===== src/rtl/xc_sha2_sigma_mcu.sv =====
// ============================================================================
// xc_sha2_sigma_mcu : SHA-256/512 sigma/Sum unit, serial or parallel rotator
// Revision: 1.0
// ============================================================================
`default_nettype none

module xc_sha2_sigma_mcu #(
  parameter int XLEN   = 32,
  parameter int SERIAL = 1
) (
  input  logic            g_clk,
  input  logic            g_resetn,
  input  logic            flush,
  input  logic            in_valid,
  output logic            in_ready,
  input  logic [2:0]      in_op,
  input  logic [XLEN-1:0] in_rs1,
  input  logic [4:0]      in_rd,
  output logic            out_valid,
  input  logic            out_ready,
  output logic [XLEN-1:0] out_result,
  output logic [4:0]      out_rd,
  output logic            out_trap
);

  typedef enum logic [2:0] {
    S_IDLE = 3'd0,
    S_T0   = 3'd1,
    S_T1   = 3'd2,
    S_T2   = 3'd3,
    S_DONE = 3'd4
  } state_t;

  localparam logic HAS_512 = (XLEN == 64);

  // Rotation/shift amounts per op, in the order the terms are accumulated.
  localparam logic [5:0] TERM_AMT [0:7][0:2] = '{
    '{6'd7,  6'd18, 6'd3 }, '{6'd17, 6'd19, 6'd10},
    '{6'd2,  6'd13, 6'd22}, '{6'd6,  6'd11, 6'd25},
    '{6'd1,  6'd8,  6'd7 }, '{6'd19, 6'd61, 6'd6 },
    '{6'd28, 6'd34, 6'd39}, '{6'd14, 6'd18, 6'd41}
  };

  // 32-bit terms come back sign-extended so their XOR is the sign-extended sum.
  function automatic logic [XLEN-1:0] sha_term(input logic [2:0] op,
                                                input logic [1:0] k,
                                                input logic [XLEN-1:0] x);
    logic [63:0] x64;
    logic [63:0] r64;
    logic [31:0] x32;
    logic [31:0] r32;
    logic [5:0]  n;
    logic        shf;
    x64 = 64'(x);
    x32 = x[31:0];
    n   = TERM_AMT[op][k];
    shf = (k == 2'd2) && !op[1];
    r64 = shf ? (x64 >> n) : ((x64 >> n) | (x64 << (7'd64 - {1'b0, n})));
    r32 = shf ? (x32 >> n) : ((x32 >> n) | (x32 << (6'd32 - n)));
    if (!op[2]) r64 = {{32{r32[31]}}, r32};
    sha_term = r64[XLEN-1:0];
  endfunction

  state_t            state_q, state_d;
  logic [2:0]        op_q, op_d;
  logic [XLEN-1:0]   rs1_q, rs1_d;
  logic [4:0]        rd_q, rd_d;
  logic [XLEN-1:0]   acc_q, acc_d;
  logic [XLEN-1:0]   result_q, result_d;
  logic [4:0]        out_rd_q, out_rd_d;
  logic              trap_q, trap_d;

  logic [1:0]        step;
  logic [XLEN-1:0]   step_term;
  logic [XLEN-1:0]   par_result;
  logic              illegal_in;

  assign step       = (state_q == S_T1) ? 2'd1 : (state_q == S_T2) ? 2'd2 : 2'd0;
  assign step_term  = sha_term(op_q, step, rs1_q);
  assign par_result = sha_term(in_op, 2'd0, in_rs1) ^ sha_term(in_op, 2'd1, in_rs1)
                    ^ sha_term(in_op, 2'd2, in_rs1);
  assign illegal_in = in_op[2] && !HAS_512;

  always_comb begin
    state_d  = state_q;
    op_d     = op_q;
    rs1_d    = rs1_q;
    rd_d     = rd_q;
    acc_d    = acc_q;
    result_d = result_q;
    out_rd_d = out_rd_q;
    trap_d   = trap_q;
    if (flush) begin
      state_d = S_IDLE;
    end else begin
      case (state_q)
        S_IDLE: begin
          if (in_valid) begin
            op_d  = in_op;
            rs1_d = in_rs1;
            rd_d  = in_rd;
            acc_d = '0;
            if (illegal_in) begin
              state_d  = S_DONE;
              result_d = '0;
              trap_d   = 1'b1;
              out_rd_d = in_rd;
            end else if (SERIAL != 0) begin
              state_d = S_T0;
            end else begin
              state_d  = S_DONE;
              result_d = (in_rd == 5'd0) ? '0 : par_result;
              trap_d   = 1'b0;
              out_rd_d = in_rd;
            end
          end
        end
        S_T0: begin
          acc_d   = acc_q ^ step_term;
          state_d = S_T1;
        end
        S_T1: begin
          acc_d   = acc_q ^ step_term;
          state_d = S_T2;
        end
        S_T2: begin
          acc_d    = acc_q ^ step_term;
          result_d = (rd_q == 5'd0) ? '0 : (acc_q ^ step_term);
          trap_d   = 1'b0;
          out_rd_d = rd_q;
          state_d  = S_DONE;
        end
        S_DONE: begin
          if (out_ready) state_d = S_IDLE;
        end
        default: state_d = S_IDLE;
      endcase
    end
  end

  always_ff @(posedge g_clk or negedge g_resetn) begin
    if (!g_resetn) begin
      state_q  <= S_IDLE;
      op_q     <= '0;
      rs1_q    <= '0;
      rd_q     <= '0;
      acc_q    <= '0;
      result_q <= '0;
      out_rd_q <= '0;
      trap_q   <= 1'b0;
    end else begin
      state_q  <= state_d;
      op_q     <= op_d;
      rs1_q    <= rs1_d;
      rd_q     <= rd_d;
      acc_q    <= acc_d;
      result_q <= result_d;
      out_rd_q <= out_rd_d;
      trap_q   <= trap_d;
    end
  end

  assign in_ready   = (state_q == S_IDLE);
  assign out_valid  = (state_q == S_DONE);
  assign out_result = result_q;
  assign out_rd     = out_rd_q;
  assign out_trap   = trap_q;

endmodule

`default_nettype wire


===== config.mk =====
export PLATFORM = sky130hd
export DESIGN_NAME = xc_sha2_sigma_mcu
export DESIGN_NICKNAME = d
export VERILOG_FILES = /design/src/rtl/xc_sha2_sigma_mcu.sv
export SDC_FILE = /design/constraint.sdc
export NUM_CORES = 1
export LEC_CHECK = 0
export CAP_MARGIN = 20
export CORE_ASPECT_RATIO = 0.7
export CORE_UTILIZATION = 63
export DETAILED_ROUTE_END_ITERATION = 6
export MAX_ROUTING_LAYER = met4
export PLACE_DENSITY = 0.86
export SLEW_MARGIN = 20
export SYNTH_ARGS = -nofsm -noshare
export SYNTH_HDL_FRONTEND = slang
export SYNTH_SLANG_ARGS = --single-unit
export TNS_END_PERCENT = 30

===== constraint.sdc =====
create_clock -name g_clk -period 14.8 [get_ports g_clk]
set_clock_uncertainty 0.2 [all_clocks]
set_input_delay 4.44 -clock g_clk [delete_from_list [all_inputs] [get_ports g_clk]]
set_output_delay 4.44 -clock g_clk [all_outputs]
set_load 0.01 [all_outputs]

==> impl_table.tex <==
\begin{tabular}{lr}
\hline
Metric & Value \\
\hline
\multicolumn{2}{l}{\textbf{STA}} \\
Max Slew Vio Count & 0 \\
Highest clock frequency the design can meet & 134.3 MHz \\
RSZ-0062 raised after global routing & false \\
Setup-violating endpoint count in the final report & 0 \\
Number of failing hold endpoints at the final stage & 0 \\
Hold slack & 0.2845 ns \\
Tightest Pin Transition & 1.141 ns \\
Setup total negative slack & 0 ns \\
Min Tclk post-route & roughly 7.4 ns \\
Period utilization & 0.5032 \\
Headroom to the max-slew limit & 0.2394 \\
\multicolumn{2}{l}{\textbf{Final layout}} \\
Final core area utilization & 0.7462 \\
Growth of design area from synthesis to finish & 16.09\% \\
\# nets final & 1134 \\
Fill count & 1070 \\
Share of post-route cells with drive strength above 1 & 0.1520 \\
\multicolumn{2}{l}{\textbf{Setup path}} \\
Startpoint-to-endpoint class of the critical path & in -> reg \\
CP Launch Type & primary input \\
Endpoint of the most critical register-to-register path & out\_result[22] \\
Depth of the worst register-to-register path & 16 \\
Worst-path fanout max & 40 \\
Setup slack on the worst flop-to-flop path & 7.82 ns \\
Source of the worst register-to-register timing path & op\_q[0] \\
Data arrival time of the critical path & 7.55 ns \\
Worst setup EP type & register \\
Req. time, crit path & 14.91 ns \\
\multicolumn{2}{l}{\textbf{Die}} \\
Floorplan die height & about 100 µm \\
Initial standard-cell utilization of the core & 0.6428 \\
X dimension of the die & 148.3 µm \\
Number of I/O pins & 85 \\
CORE AREA & between 10000 and 15000 µm² \\
Total Die Area & between 15000 and 20000 µm² \\
Cell Rows & 37 \\
\multicolumn{2}{l}{\textbf{Logic synthesis}} \\
Synth unique cells & 87 \\
Post-synthesis share of cell area spent on full adders, half adders and majority gates & 0.01326 \\
Post-synth top area cell & dfrtp\_1 \\
Mapped Nets & 1098 \\
Area share of the largest cell type after synthesis & 0.2998 \\
Top post-synthesis cells by area & dfrtp\_1 (30\%), mux2i\_1 (10\%), mux4\_2 (6.4\%), mux2\_2 (6.0\%), nand2\_1 (4.8\%) \\
Yosys Warn Count & 0 \\
Cell area after synthesis & 9433 µm² \\
Post-synthesis sequential area ratio & 0.2998 \\
Most frequent cell after synthesis & nand2\_1 \\
Mean instance size in the synthesized netlist & 9.044 µm² \\
Area share of xor/xnor cells in the synthesized design & 0.03250 \\
Share of synthesized flip-flops with an asynchronous set or reset & 1.000 \\
Synthesized-area fraction occupied by and/or/nand/nor cells & 0.1555 \\
Synthesized instance count & 1043 \\
Compound-Gate Fraction of Synth Area & 0.2177 \\
Top FF cell, synth & dfrtp\_1 \\
Number of storage elements in the synthesis netlist & 113 \\
Post-synthesis mux area share & 0.2276 \\
Number of flops mapped to enable cells by yosys & 0 \\
Top cells by count, synth & nand2\_1 (120), dfrtp\_1 (113), mux2i\_1 (96), a21oi\_1 (57), nor2\_1 (53) \\
Dominant combinational cell family by area after synthesis & multiplexers \\
\multicolumn{2}{l}{\textbf{Status}} \\
Run status & complete, no violations \\
\multicolumn{2}{l}{\textbf{Drt}} \\
Number of vias per cell after detailed routing & 7.189 \\
Initial DRC count & 1318 \\
WL/cell & 25.39 µm \\
Drt drc & 0 \\
Detailed-route via count & 9266 \\
DRT Wirelength & 32730 µm \\
DRT antenna net count & 0 \\
Detailed-router iteration count before antenna repair & 6 \\
\multicolumn{2}{l}{\textbf{CTS}} \\
Clock tree buffer depth & 2 \\
Clock tree from TritonCTS & built \\
Clock Tree Root & clkbuf\_16 \\
Total CTS buffers & 17 \\
Number of H-tree levels & 4 \\
Clk\_lat worst skew & 0.43 ns \\
Register clock-pin slew on the reported worst setup and hold paths & 0.06 ns \\
Hold-fix buffers, CTS & 0 \\
Resized cells post-CTS & 0 \\
Sinks on the clock net & approximately 110 \\
Count of buffers added by post-CTS timing repair for setup & 0 \\
\multicolumn{2}{l}{\textbf{Placement}} \\
Post-detailed-placement half-perimeter wirelength & 23100 µm \\
IO buf count & 84 \\
Final weighted congestion of routability-driven global placement & 1.022 \\
\multicolumn{2}{l}{\textbf{Min path}} \\
Hold Crit Start & out\_result[11] \\
Worst-case hold path end point & out\_result[11] \\
Hold/Removal Path Class & reg -> reg \\
Number of stages on the worst hold path & 2 \\
\multicolumn{2}{l}{\textbf{GRT}} \\
Vias in the first global route & 8778 \\
Total global-route track usage & 0.4507 \\
Wire length of the first global-routing pass & 50790 µm \\
Number of antenna violations at the first check in global routing & 2 \\
Remaining global-route overflow & 0 \\
Maximum number of pins on one net before global-route repair & 80 \\
\multicolumn{2}{l}{\textbf{Run}} \\
\# Max-Cap Violations & 0 \\
\hline
\end{tabular}
## area by class of cell
class / instances / area [µm²] / area share
well taps: 195 / 244.0 / 0.02228
flip-flops and latches: 113 / 2828 / 0.2582
diodes: 2 / 5.005 / 0.0004570
clock buffers: 18 / 429.2 / 0.03919
repair buffers: 101 / 985.9 / 0.09004
clock inverters: 14 / 229.0 / 0.02091
multi-input cells: 823 / 6143 / 0.5610
inverters: 23 / 86.33 / 0.007884
## state kept, by name, indices dropped and copies added, names as in the netlist
register,flops
state_q,3
rd_q,5
acc_q,32
out_result,32
rs1_q,32
op_q,3
out_trap,1
out_rd,5
## cell usage in the layout (no fill, tap or decap), types with 6 or more instances in the layout
| master | n |
|---|---|
| a211o_1 | 6 |
| a211oi_1 | 13 |
| a21o_1 | 6 |
| a21oi_1 | 56 |
| a221o_1 | 7 |
| a22o_1 | 8 |
| a22oi_1 | 7 |
| a31oi_1 | 18 |
| a32oi_1 | 8 |
| and3_1 | 8 |
| buf_4 | 17 |
| clkbuf_16 | 17 |
| clkdlybuf4s50_1 | 83 |
| dfrtp_1 | 113 |
| ha_1 | 10 |
| inv_1 | 21 |
| mux2_2 | 50 |
| mux2i_1 | 96 |
| mux4_2 | 27 |
| nand2_1 | 119 |
| nand2b_1 | 14 |
| nand3_1 | 38 |
| nor2_1 | 53 |
| nor3_1 | 17 |
| nor4_1 | 7 |
| o211a_1 | 6 |
| o211ai_1 | 7 |
| o21ai_0 | 37 |
| o21ai_1 | 48 |
| o221ai_1 | 10 |
| o22ai_1 | 7 |
| or3_1 | 12 |
| xnor2_1 | 30 |
## worst max path at each step
stage / slack, ns / end / start / cells after the start
after floorplan: 8.76 / acc_q[23] / flush / 5
after CTS: 7.46 / rs1_q[13] / flush / 7
after global placement: 7.14 / rs1_q[17] / flush / 7
after global routing: 7.17 / rs1_q[13] / flush / 7
after detailed placement: 6.99 / rs1_q[13] / flush / 7
final: 7.35 / rs1_q[13] / flush / 7
## per-stage QoR
| step | area, µm² | cells | worst slack (ns) |
|---|---|---|---|
| 2_1_floorplan | 9433 | 1043 | 8.760 |
| 3_3_place_gp | 10250 | 1254 | 7.142 |
| 3_5_place_dp | 10250 | 1254 | 6.993 |
| 4_1_cts | 10910 | 1286 | 7.458 |
| 5_1_grt | 10950 | 1289 | 7.174 |
| 6_report | 10950 | 1289 | 7.353 |
## per-layer routing
metal  track usage  share of wire
met3        0.1623           0.14
met4        0.1458          0.028
met5             -              0
met2        0.6003           0.41
met1        0.6302           0.42
## worst max-delay path: stages
cell and delay [ns]:
clkdlybuf4s50_1 0.62, nor2_1 0.14, o21ai_2 0.08, buf_4 0.31
nand2_1 0.53, nand2_2 0.94, mux2_2 0.43
## cell families (layout without fill, tap and decap cells)
| group | Yosys count | in the layout |
|---|---|---|
| simple gates | 304 | 304 |
| compound gates | 300 | 300 |
| mux | 174 | 174 |
| flops | 113 | 113 |
| buf+inv | 107 | 156 |
| xor+xnor | 35 | 35 |
| fa+ha+maj | 10 | 10 |
| other cells | 0 | 2 |
Power is not shown: default switching activity piles up to over one toggle a cycle in this logic, so the estimate is an artifact.
